### config.mk
export PLATFORM = sky130hd
export DESIGN_NAME = avg_ram_ctrl_flat
export DESIGN_NICKNAME = d
export VERILOG_FILES = /design/src/rtl/avg_ram_ctrl_pkg.sv /design/src/rtl/avg_ram_ctrl_if.sv /design/src/rtl/ctrl_addr_cnt.sv /design/src/rtl/avg_ram_ctrl.sv /design/src/flat_wrapper.sv
export SDC_FILE = /design/constraint.sdc
export NUM_CORES = 1
export LEC_CHECK = 0
export CORE_ASPECT_RATIO = 0.9
export CORE_MARGIN = 1
export CORE_UTILIZATION = 25
export DETAILED_ROUTE_END_ITERATION = 12
export PLACE_DENSITY = 0.55
export RECOVER_POWER = 100
export SLEW_MARGIN = 20
export SYNTH_ARGS = -nofsm -noshare
export SYNTH_HDL_FRONTEND = slang
export SYNTH_HIERARCHICAL = 1
export SYNTH_SLANG_ARGS = --single-unit
### constraint.sdc
create_clock -name clk_2 -period 2.2 [get_ports clk_2]
set_input_delay 0.33 -clock clk_2 [delete_from_list [all_inputs] [get_ports clk_2]]
set_output_delay 0.33 -clock clk_2 [all_outputs]
set_load 0.01 [all_outputs]
### src/rtl/avg_ram_ctrl_pkg.sv
// rtl/avg_ram_ctrl_pkg.sv - shared types and default constants for the FIFO-averager-RAM controller
package avg_ram_ctrl_pkg;

    // Controller states; the explicit encoding keeps the state register width fixed.
    typedef enum logic [2:0] {
        IDLE  = 3'd0,
        READ  = 3'd1,
        LOAD  = 3'd2,
        WRITE = 3'd3,
        HALT  = 3'd4
    } state_t;

    localparam int DEF_BYTES_PER_WORD = 4;
    localparam int DEF_RAM_DEPTH      = 512;

endpackage

### src/rtl/avg_ram_ctrl_if.sv
// rtl/avg_ram_ctrl_if.sv - FIFO/averager/RAM control bundle with controller and environment modports
//
// Signals:
//   empty_flag  FIFO empty (environment -> controller)
//   rd_fifo     one-cycle FIFO pop strobe
//   zero_sel    averager starts a new word (zero + byte)
//   acc_en      averager captures FIFO data
//   byte_idx    index of the byte being loaded
//   wr_ram      one-cycle RAM write strobe
//   ram_addr    RAM write address
//   ram_full    RAM filled and controller halted
interface avg_ram_ctrl_if
    import avg_ram_ctrl_pkg::*;
#(
    parameter int BYTES_PER_WORD = DEF_BYTES_PER_WORD,
    parameter int RAM_DEPTH      = DEF_RAM_DEPTH,
    parameter int ADDR_W         = $clog2(RAM_DEPTH)
) ();

    logic                              empty_flag;
    logic                              rd_fifo;
    logic                              zero_sel;
    logic                              acc_en;
    logic [$clog2(BYTES_PER_WORD)-1:0] byte_idx;
    logic                              wr_ram;
    logic [ADDR_W-1:0]                 ram_addr;
    logic                              ram_full;

    modport master (
        input  empty_flag,
        output rd_fifo, zero_sel, acc_en, byte_idx, wr_ram, ram_addr, ram_full
    );

    modport slave (
        output empty_flag,
        input  rd_fifo, zero_sel, acc_en, byte_idx, wr_ram, ram_addr, ram_full
    );

endinterface

### src/rtl/ctrl_addr_cnt.sv
// rtl/ctrl_addr_cnt.sv - byte index and RAM address counters for the averager controller
//
// Ports:
//   clk_i, resetn_i      clock and synchronous active-low reset
//   byte_inc_i/clr_i     advance / restart the byte index
//   addr_inc_i/wrap_i    advance / return-to-zero the RAM address
//   byte_idx_o           current byte index
//   ram_addr_o           current RAM address
//   last_byte_o          byte index is at the final byte of a word
//   last_addr_o          RAM address is at the final word
module ctrl_addr_cnt
    import avg_ram_ctrl_pkg::*;
#(
    parameter int BYTES_PER_WORD = DEF_BYTES_PER_WORD,
    parameter int RAM_DEPTH      = DEF_RAM_DEPTH,
    parameter int ADDR_W         = $clog2(RAM_DEPTH),
    parameter int BIDX_W         = $clog2(BYTES_PER_WORD)
) (
    input  logic              clk_i,
    input  logic              resetn_i,
    input  logic              byte_inc_i,
    input  logic              byte_clr_i,
    input  logic              addr_inc_i,
    input  logic              addr_wrap_i,
    output logic [BIDX_W-1:0] byte_idx_o,
    output logic [ADDR_W-1:0] ram_addr_o,
    output logic              last_byte_o,
    output logic              last_addr_o
);

    localparam logic [BIDX_W-1:0] LAST_BYTE = BIDX_W'(BYTES_PER_WORD - 1);
    localparam logic [ADDR_W-1:0] LAST_ADDR = ADDR_W'(RAM_DEPTH - 1);

    logic [BIDX_W-1:0] byte_idx_q, byte_idx_d;
    logic [ADDR_W-1:0] ram_addr_q, ram_addr_d;

    always_comb begin
        byte_idx_d = byte_idx_q;
        if (byte_clr_i) begin
            byte_idx_d = '0;
        end else if (byte_inc_i) begin
            byte_idx_d = byte_idx_q + BIDX_W'(1);
        end
    end

    always_comb begin
        ram_addr_d = ram_addr_q;
        if (addr_wrap_i) begin
            ram_addr_d = '0;
        end else if (addr_inc_i) begin
            ram_addr_d = ram_addr_q + ADDR_W'(1);
        end
    end

    always_ff @(posedge clk_i) begin
        if (!resetn_i) begin
            byte_idx_q <= '0;
            ram_addr_q <= '0;
        end else begin
            byte_idx_q <= byte_idx_d;
            ram_addr_q <= ram_addr_d;
        end
    end

    assign byte_idx_o  = byte_idx_q;
    assign ram_addr_o  = ram_addr_q;
    assign last_byte_o = (byte_idx_q == LAST_BYTE);
    assign last_addr_o = (ram_addr_q == LAST_ADDR);

endmodule

### src/rtl/avg_ram_ctrl.sv
// rtl/avg_ram_ctrl.sv - FIFO -> averager -> RAM controller with configurable word length and RAM depth
//
// Ports:
//   clk_2     sole clock, rising edge
//   reset_n   synchronous active-low reset
//   bus       avg_ram_ctrl_if.master: empty_flag in; rd_fifo, zero_sel, acc_en,
//             byte_idx, wr_ram, ram_addr, ram_full out
//
// Build option AVG_RAM_CTRL_WRAP_EN: when defined the RAM address wraps to 0
// after the last word; when undefined the controller halts with ram_full=1.
module avg_ram_ctrl
    import avg_ram_ctrl_pkg::*;
#(
    parameter int BYTES_PER_WORD = DEF_BYTES_PER_WORD,
    parameter int RAM_DEPTH      = DEF_RAM_DEPTH,
    parameter int ADDR_W         = $clog2(RAM_DEPTH)
) (
    input  logic             clk_2,
    input  logic             reset_n,
    avg_ram_ctrl_if.master   bus
);

    localparam int BIDX_W = $clog2(BYTES_PER_WORD);

    state_t            state_q;
    logic              rd_fifo_q;
    logic              acc_en_q;
    logic              zero_sel_q;
    logic              wr_ram_q;
    logic [BIDX_W-1:0] byte_idx;
    logic [ADDR_W-1:0] ram_addr;
    logic              last_byte;
    logic              last_addr;
    logic              in_load;
    logic              in_write;
    logic              addr_wrap;

    assign in_load  = (state_q == LOAD);
    assign in_write = (state_q == WRITE);

`ifdef AVG_RAM_CTRL_WRAP_EN
    assign addr_wrap = in_write && last_addr;
`else
    assign addr_wrap = 1'b0;
`endif

    ctrl_addr_cnt #(
        .BYTES_PER_WORD (BYTES_PER_WORD),
        .RAM_DEPTH      (RAM_DEPTH),
        .ADDR_W         (ADDR_W),
        .BIDX_W         (BIDX_W)
    ) u_cnt (
        .clk_i       (clk_2),
        .resetn_i    (reset_n),
        .byte_inc_i  (in_load && !last_byte),
        .byte_clr_i  (in_load && last_byte),
        .addr_inc_i  (in_write && !last_addr),
        .addr_wrap_i (addr_wrap),
        .byte_idx_o  (byte_idx),
        .ram_addr_o  (ram_addr),
        .last_byte_o (last_byte),
        .last_addr_o (last_addr)
    );

`ifndef AVG_RAM_CTRL_WRAP_EN
    logic ram_full_q;
`endif

    // Strobes are registered alongside the state transition so each one is
    // high exactly while the FSM sits in the matching state.
    always_ff @(posedge clk_2) begin
        if (!reset_n) begin
            state_q    <= IDLE;
            rd_fifo_q  <= 1'b0;
            acc_en_q   <= 1'b0;
            zero_sel_q <= 1'b0;
            wr_ram_q   <= 1'b0;
`ifndef AVG_RAM_CTRL_WRAP_EN
            ram_full_q <= 1'b0;
`endif
        end else begin
            rd_fifo_q  <= 1'b0;
            acc_en_q   <= 1'b0;
            zero_sel_q <= 1'b0;
            wr_ram_q   <= 1'b0;
            case (state_q)
                IDLE: begin
                    if (!bus.empty_flag) begin
                        state_q   <= READ;
                        rd_fifo_q <= 1'b1;
                    end
                end
                READ: begin
                    // byte_idx is stable through READ and LOAD, so it decides zero_sel here.
                    state_q    <= LOAD;
                    acc_en_q   <= 1'b1;
                    zero_sel_q <= (byte_idx == '0);
                end
                LOAD: begin
                    if (last_byte) begin
                        state_q  <= WRITE;
                        wr_ram_q <= 1'b1;
                    end else begin
                        state_q <= IDLE;
                    end
                end
                WRITE: begin
`ifdef AVG_RAM_CTRL_WRAP_EN
                    state_q <= IDLE;
`else
                    if (last_addr) begin
                        state_q    <= HALT;
                        ram_full_q <= 1'b1;
                    end else begin
                        state_q <= IDLE;
                    end
`endif
                end
                HALT: begin
                    state_q <= HALT;
                end
                default: begin
                    state_q <= IDLE;
                end
            endcase
        end
    end

    assign bus.rd_fifo  = rd_fifo_q;
    assign bus.acc_en   = acc_en_q;
    assign bus.zero_sel = zero_sel_q;
    assign bus.wr_ram   = wr_ram_q;
    assign bus.byte_idx = byte_idx;
    assign bus.ram_addr = ram_addr;
`ifdef AVG_RAM_CTRL_WRAP_EN
    assign bus.ram_full = 1'b0;
`else
    assign bus.ram_full = ram_full_q;
`endif

endmodule

### src/flat_wrapper.sv
// flat-port wrapper written by rule: the top's interface ports become plain ports
module avg_ram_ctrl_flat import avg_ram_ctrl_pkg::*;
#(
    parameter int BYTES_PER_WORD = DEF_BYTES_PER_WORD,
    parameter int RAM_DEPTH      = DEF_RAM_DEPTH,
    parameter int ADDR_W         = $clog2(RAM_DEPTH)
)
  (clk_2, reset_n, bus_empty_flag, bus_rd_fifo, bus_zero_sel, bus_acc_en, bus_byte_idx, bus_wr_ram, bus_ram_addr, bus_ram_full);
  avg_ram_ctrl_if #(.BYTES_PER_WORD(BYTES_PER_WORD), .RAM_DEPTH(RAM_DEPTH), .ADDR_W(ADDR_W)) bus_i ();
  input  logic clk_2;
  input  logic reset_n;
  input wire logic [$bits(bus_i.empty_flag)-1:0] bus_empty_flag;
  output wire logic [$bits(bus_i.rd_fifo)-1:0] bus_rd_fifo;
  output wire logic [$bits(bus_i.zero_sel)-1:0] bus_zero_sel;
  output wire logic [$bits(bus_i.acc_en)-1:0] bus_acc_en;
  output wire logic [$bits(bus_i.byte_idx)-1:0] bus_byte_idx;
  output wire logic [$bits(bus_i.wr_ram)-1:0] bus_wr_ram;
  output wire logic [$bits(bus_i.ram_addr)-1:0] bus_ram_addr;
  output wire logic [$bits(bus_i.ram_full)-1:0] bus_ram_full;
  assign bus_i.empty_flag = bus_empty_flag;
  assign bus_rd_fifo = bus_i.rd_fifo;
  assign bus_zero_sel = bus_i.zero_sel;
  assign bus_acc_en = bus_i.acc_en;
  assign bus_byte_idx = bus_i.byte_idx;
  assign bus_wr_ram = bus_i.wr_ram;
  assign bus_ram_addr = bus_i.ram_addr;
  assign bus_ram_full = bus_i.ram_full;
  avg_ram_ctrl #(.BYTES_PER_WORD(BYTES_PER_WORD), .RAM_DEPTH(RAM_DEPTH), .ADDR_W(ADDR_W)) u_core (.clk_2(clk_2), .reset_n(reset_n), .bus(bus_i));
endmodule
==> flow_metrics.env <==
export IMPL_post_route_util_pct=35.1
export IMPL_grt_max_degree=11
export IMPL_die_y_um=56.4
export IMPL_drt_first_pass_iters=6
export IMPL_grt_first_pass_wirelength_um=2720
export IMPL_design_portCount=19
export IMPL_tritoncts="built"
export IMPL_synth_nets=89
export IMPL_clk_pin_slew_ns=0.10
export IMPL_clkLatencyLatePin_ns=0.30
export IMPL_synth_area_mux_share_pct=3.66
export IMPL_area_delta_synth_final_pct=32.0
export IMPL_synth_simple_area_share_pct=28.5
export IMPL_max_vdd_ir_drop_mv=0.188
export IMPL_io_buffers=18
export IMPL_synth_ff_latch_count=19
export IMPL_synthXorXnorAreaFrac_pct=5.34
export IMPL_diodes_inserted=0
export IMPL_hold_slack_ns=0.479
export IMPL_synthDistinctLibCells=32
export IMPL_cts_repair_resized=0
export IMPL_cp_start_kind="register"
export IMPL_htree_levels=1
export IMPL_max_cap_violations=0
export IMPL_synthCells=83
export IMPL_synth_top_family_by_area="simple AND/OR/NAND/NOR gates"
export IMPL_p_per_area_mw_per_mm2=530
export IMPL_worstPathRequired_ns=2.44
export IMPL_dr_vias=659
export IMPL_clockRootBuffer="clkbuf_4"
export IMPL_mappedNetlistArea_um2=821
export IMPL_dpl_hpwl_um=1220
export IMPL_path_cells="ha_1 -> nand3_1 -> nor2_1 -> ha_1 -> nor3b_1 -> buf_4 -> buf_4 -> nand3_1 -> or3_1 -> a21oi_1"
export IMPL_number_of_global_route_vias_before_repair=634
export IMPL_post_synth_cell_area_avg_um2=9.89
export IMPL_lkg_pwr_nw=0.453
export IMPL_finalNetCount=114
export IMPL_place_inst=142
export IMPL_vias_per_cell=4.42
export IMPL_cts_buffers_inserted=3
export IMPL_setup_worst_path_end_class="register"
export IMPL_cp_slowest_stage_delay_ns=0.36
export IMPL_antenna_found_initial=0
export IMPL_initial_core_util_pct=26.6
export IMPL_timing_final_crit_period_ns=2.11
export IMPL_max_freq_ghz=0.474
export IMPL_critical_path_peak_fanout=5
export IMPL_clk_path_buf_depth=2
export IMPL_post_synth_fa_ha_maj_area_fraction_pct=4.57
export IMPL_cts_repair_timing_setup_buffer_count=0
export IMPL_globalRouteOverflowTotal=0
export IMPL_totalNegativeSetupSlack_ns=0
export IMPL_filler_cell_count=332
export IMPL_post_layout_instance_count_excluding_filler_cells=149
export IMPL_post_detailed_route_count_of_antenna_violating_nets=0
export IMPL_report_final_hold_viol_count=0
export IMPL_drt_drc_violations_left=0
export IMPL_clock_sink_count=19
export IMPL_timing_setup_critical_path_class="register to register"
export IMPL_drt_initial_drc_count=9
export IMPL_design_core_area_mm2=0.00309
export IMPL_post_route_cells_drive_above_1_share_pct=11.2
export IMPL_place_congestion=0.771
export IMPL_post_drt_wl_per_cell_um=11.3
export IMPL_synth_seq_area_share_pct=46.3
export IMPL_synth_compound_gate_area_share_pct=7.93
export IMPL_die_w_um=62.4
export IMPL_signal_arrival_time_at_the_worst_endpoint_ns=2.35
export IMPL_report_final_slew_viol_count=0
export IMPL_critical_path_slowest_cell="dfxtp_1"
export IMPL_wirelength_um=1680
export IMPL_min_delay_path_class="register to register"
export IMPL_placementRows=19
export IMPL_result_of_the_run="complete, no violations"
export IMPL_worst_clock_skew_ns=0.00218
export IMPL_dieArea_mm2=0.00352
export IMPL_yosysWarningCount=6
export IMPL_cts_hold_buffers=0
export IMPL_setup_violations=0
export IMPL_finalCritPeriodShare_pct=96.0
export IMPL_power_mw=0.574
export IMPL_grtUsageTotal_pct=9.86
[flip-flops by register name (all words and copies together) (netlist names)]
register / count
u_core/u_cnt/byte_idx_o: 2
u_core/bus.ram_full: 1
u_core/bus.wr_ram: 1
u_core/bus.zero_sel: 1
u_core/bus.acc_en: 1
u_core/bus.rd_fifo: 1
u_core/state_q: 3
u_core/u_cnt/ram_addr_o: 9
[area by class of cell]
| type | count | area [um2] | area share (%) |
|---|---|---|---|
| sequential | 19 | 380 | 35.1 |
| tap | 42 | 52.6 | 4.85 |
| inverter | 1 | 3.75 | 0.346 |
| clock buffer | 4 | 26.3 | 2.42 |
| timing repair buffer | 23 | 218 | 20.1 |
| multi-input combinational | 60 | 403 | 37.2 |
[report_power, final]
part / internal, mW / switching [mW] / leakage [nW] / total, mW
Sequential: 0.351 / 0.00658 / 0.154 / 0.357
Clock: 0.0707 / 0.107 / 0.0150 / 0.177
Combinational: 0.0203 / 0.0196 / 0.284 / 0.0399
[path summary, 6_finish.rpt]
kind,endpoint,slack [ns],from,depth (start not counted)
worst min-delay path,u_core/bus.ram_full$_SDFFE_PN0P_,0.48,u_core/bus.ram_full$_SDFFE_PN0P_,1
worst max register to register,u_core/u_cnt/ram_addr_o[6]$_SDFFE_PP0P_,0.09,u_core/u_cnt/ram_addr_o[1]$_SDFFE_PP0P_,10
worst min register to register,u_core/bus.ram_full$_SDFFE_PN0P_,0.48,u_core/bus.ram_full$_SDFFE_PN0P_,1
worst max-delay path,u_core/u_cnt/ram_addr_o[6]$_SDFFE_PP0P_,0.09,u_core/u_cnt/ram_addr_o[1]$_SDFFE_PP0P_,10
[through the flow]
step                instance area (um2)  worst slack, ns
global placement                   1050            0.296
detailed placement                 1050            0.156
floorplan                           821            0.305
global route                       1080          -0.0188
finish                             1080           0.0886
CTS                                1070            0.127
[critical path: cells and delay by family, from the launching register on]
family	cells	cell delay, ns
flip-flops	1	0.36
buffers and inverters	2	0.30
AND/OR/NAND/NOR	5	0.84
AO/OA/AOI/OAI	1	0.13
adder cells (fa/ha/maj)	2	0.42
[cell usage in the layout (no fill, tap or decap), types with 2 or more instances in the layout]
cell and n:
nand2b_1 4, xor2_1 3, clkbuf_4 3, o21a_1 2
o21ai_0 3, mux2i_1 3, a21oi_1 3, ha_1 3
dfxtp_1 19, or3_1 3, nand2_1 2, nor2_1 11
xnor2_1 2, nand4_1 2, dlygate4sd3_1 17, nor3b_1 2
nand3_1 3, or2b_1 2, buf_4 5, nor4_1 2
[cell usage after synthesis, drive strengths merged]
| library cell | count | area share [%] |
|---|---|---|
| o2111a | 1 | 1.4 |
| o21ai | 3 | 1.8 |
| xnor2 | 2 | 2.1 |
| nand3 | 3 | 1.8 |
| ha | 3 | 4.6 |
| a21oi | 4 | 2.9 |
| buf | 2 | 2.3 |
| clkbuf | 1 | 0.46 |
| conb | 1 | 0.46 |
| nor3b | 2 | 1.8 |
| nand2b | 5 | 4.7 |
| nor3 | 1 | 0.61 |
| nor4 | 2 | 2.3 |
| and4b | 1 | 1.2 |
| nand4 | 3 | 3.0 |
| xor2 | 3 | 3.2 |
| or2b | 2 | 1.8 |
| dfxtp | 19 | 46 |
| or3 | 3 | 2.3 |
| inv | 1 | 0.46 |
| nand2 | 2 | 0.91 |
| nand3b | 1 | 0.91 |
| and4 | 1 | 1.2 |
| mux2i | 3 | 3.7 |
| nor2 | 11 | 5.0 |
| o21a | 2 | 1.8 |
| and3 | 1 | 0.76 |
[per-layer routing]
layer	part of all wire (%)	track usage, %	vias up	wire length, um
met4	2.4	8.97	0	41
met2	47	15.4	10	797
met5	0	0	-	0
met3	2.6	0.813	4	44
met1	47	12.1	304	799
li1	-	-	341	-
[cells by family after synthesis]
family,after synthesis
compound gates,10
xor+xnor,5
fa+ha+maj,3
buf+inv,4
flops,19
mux,3
other cells,1
simple gates,38
Power figures use the tool's default switching activity.
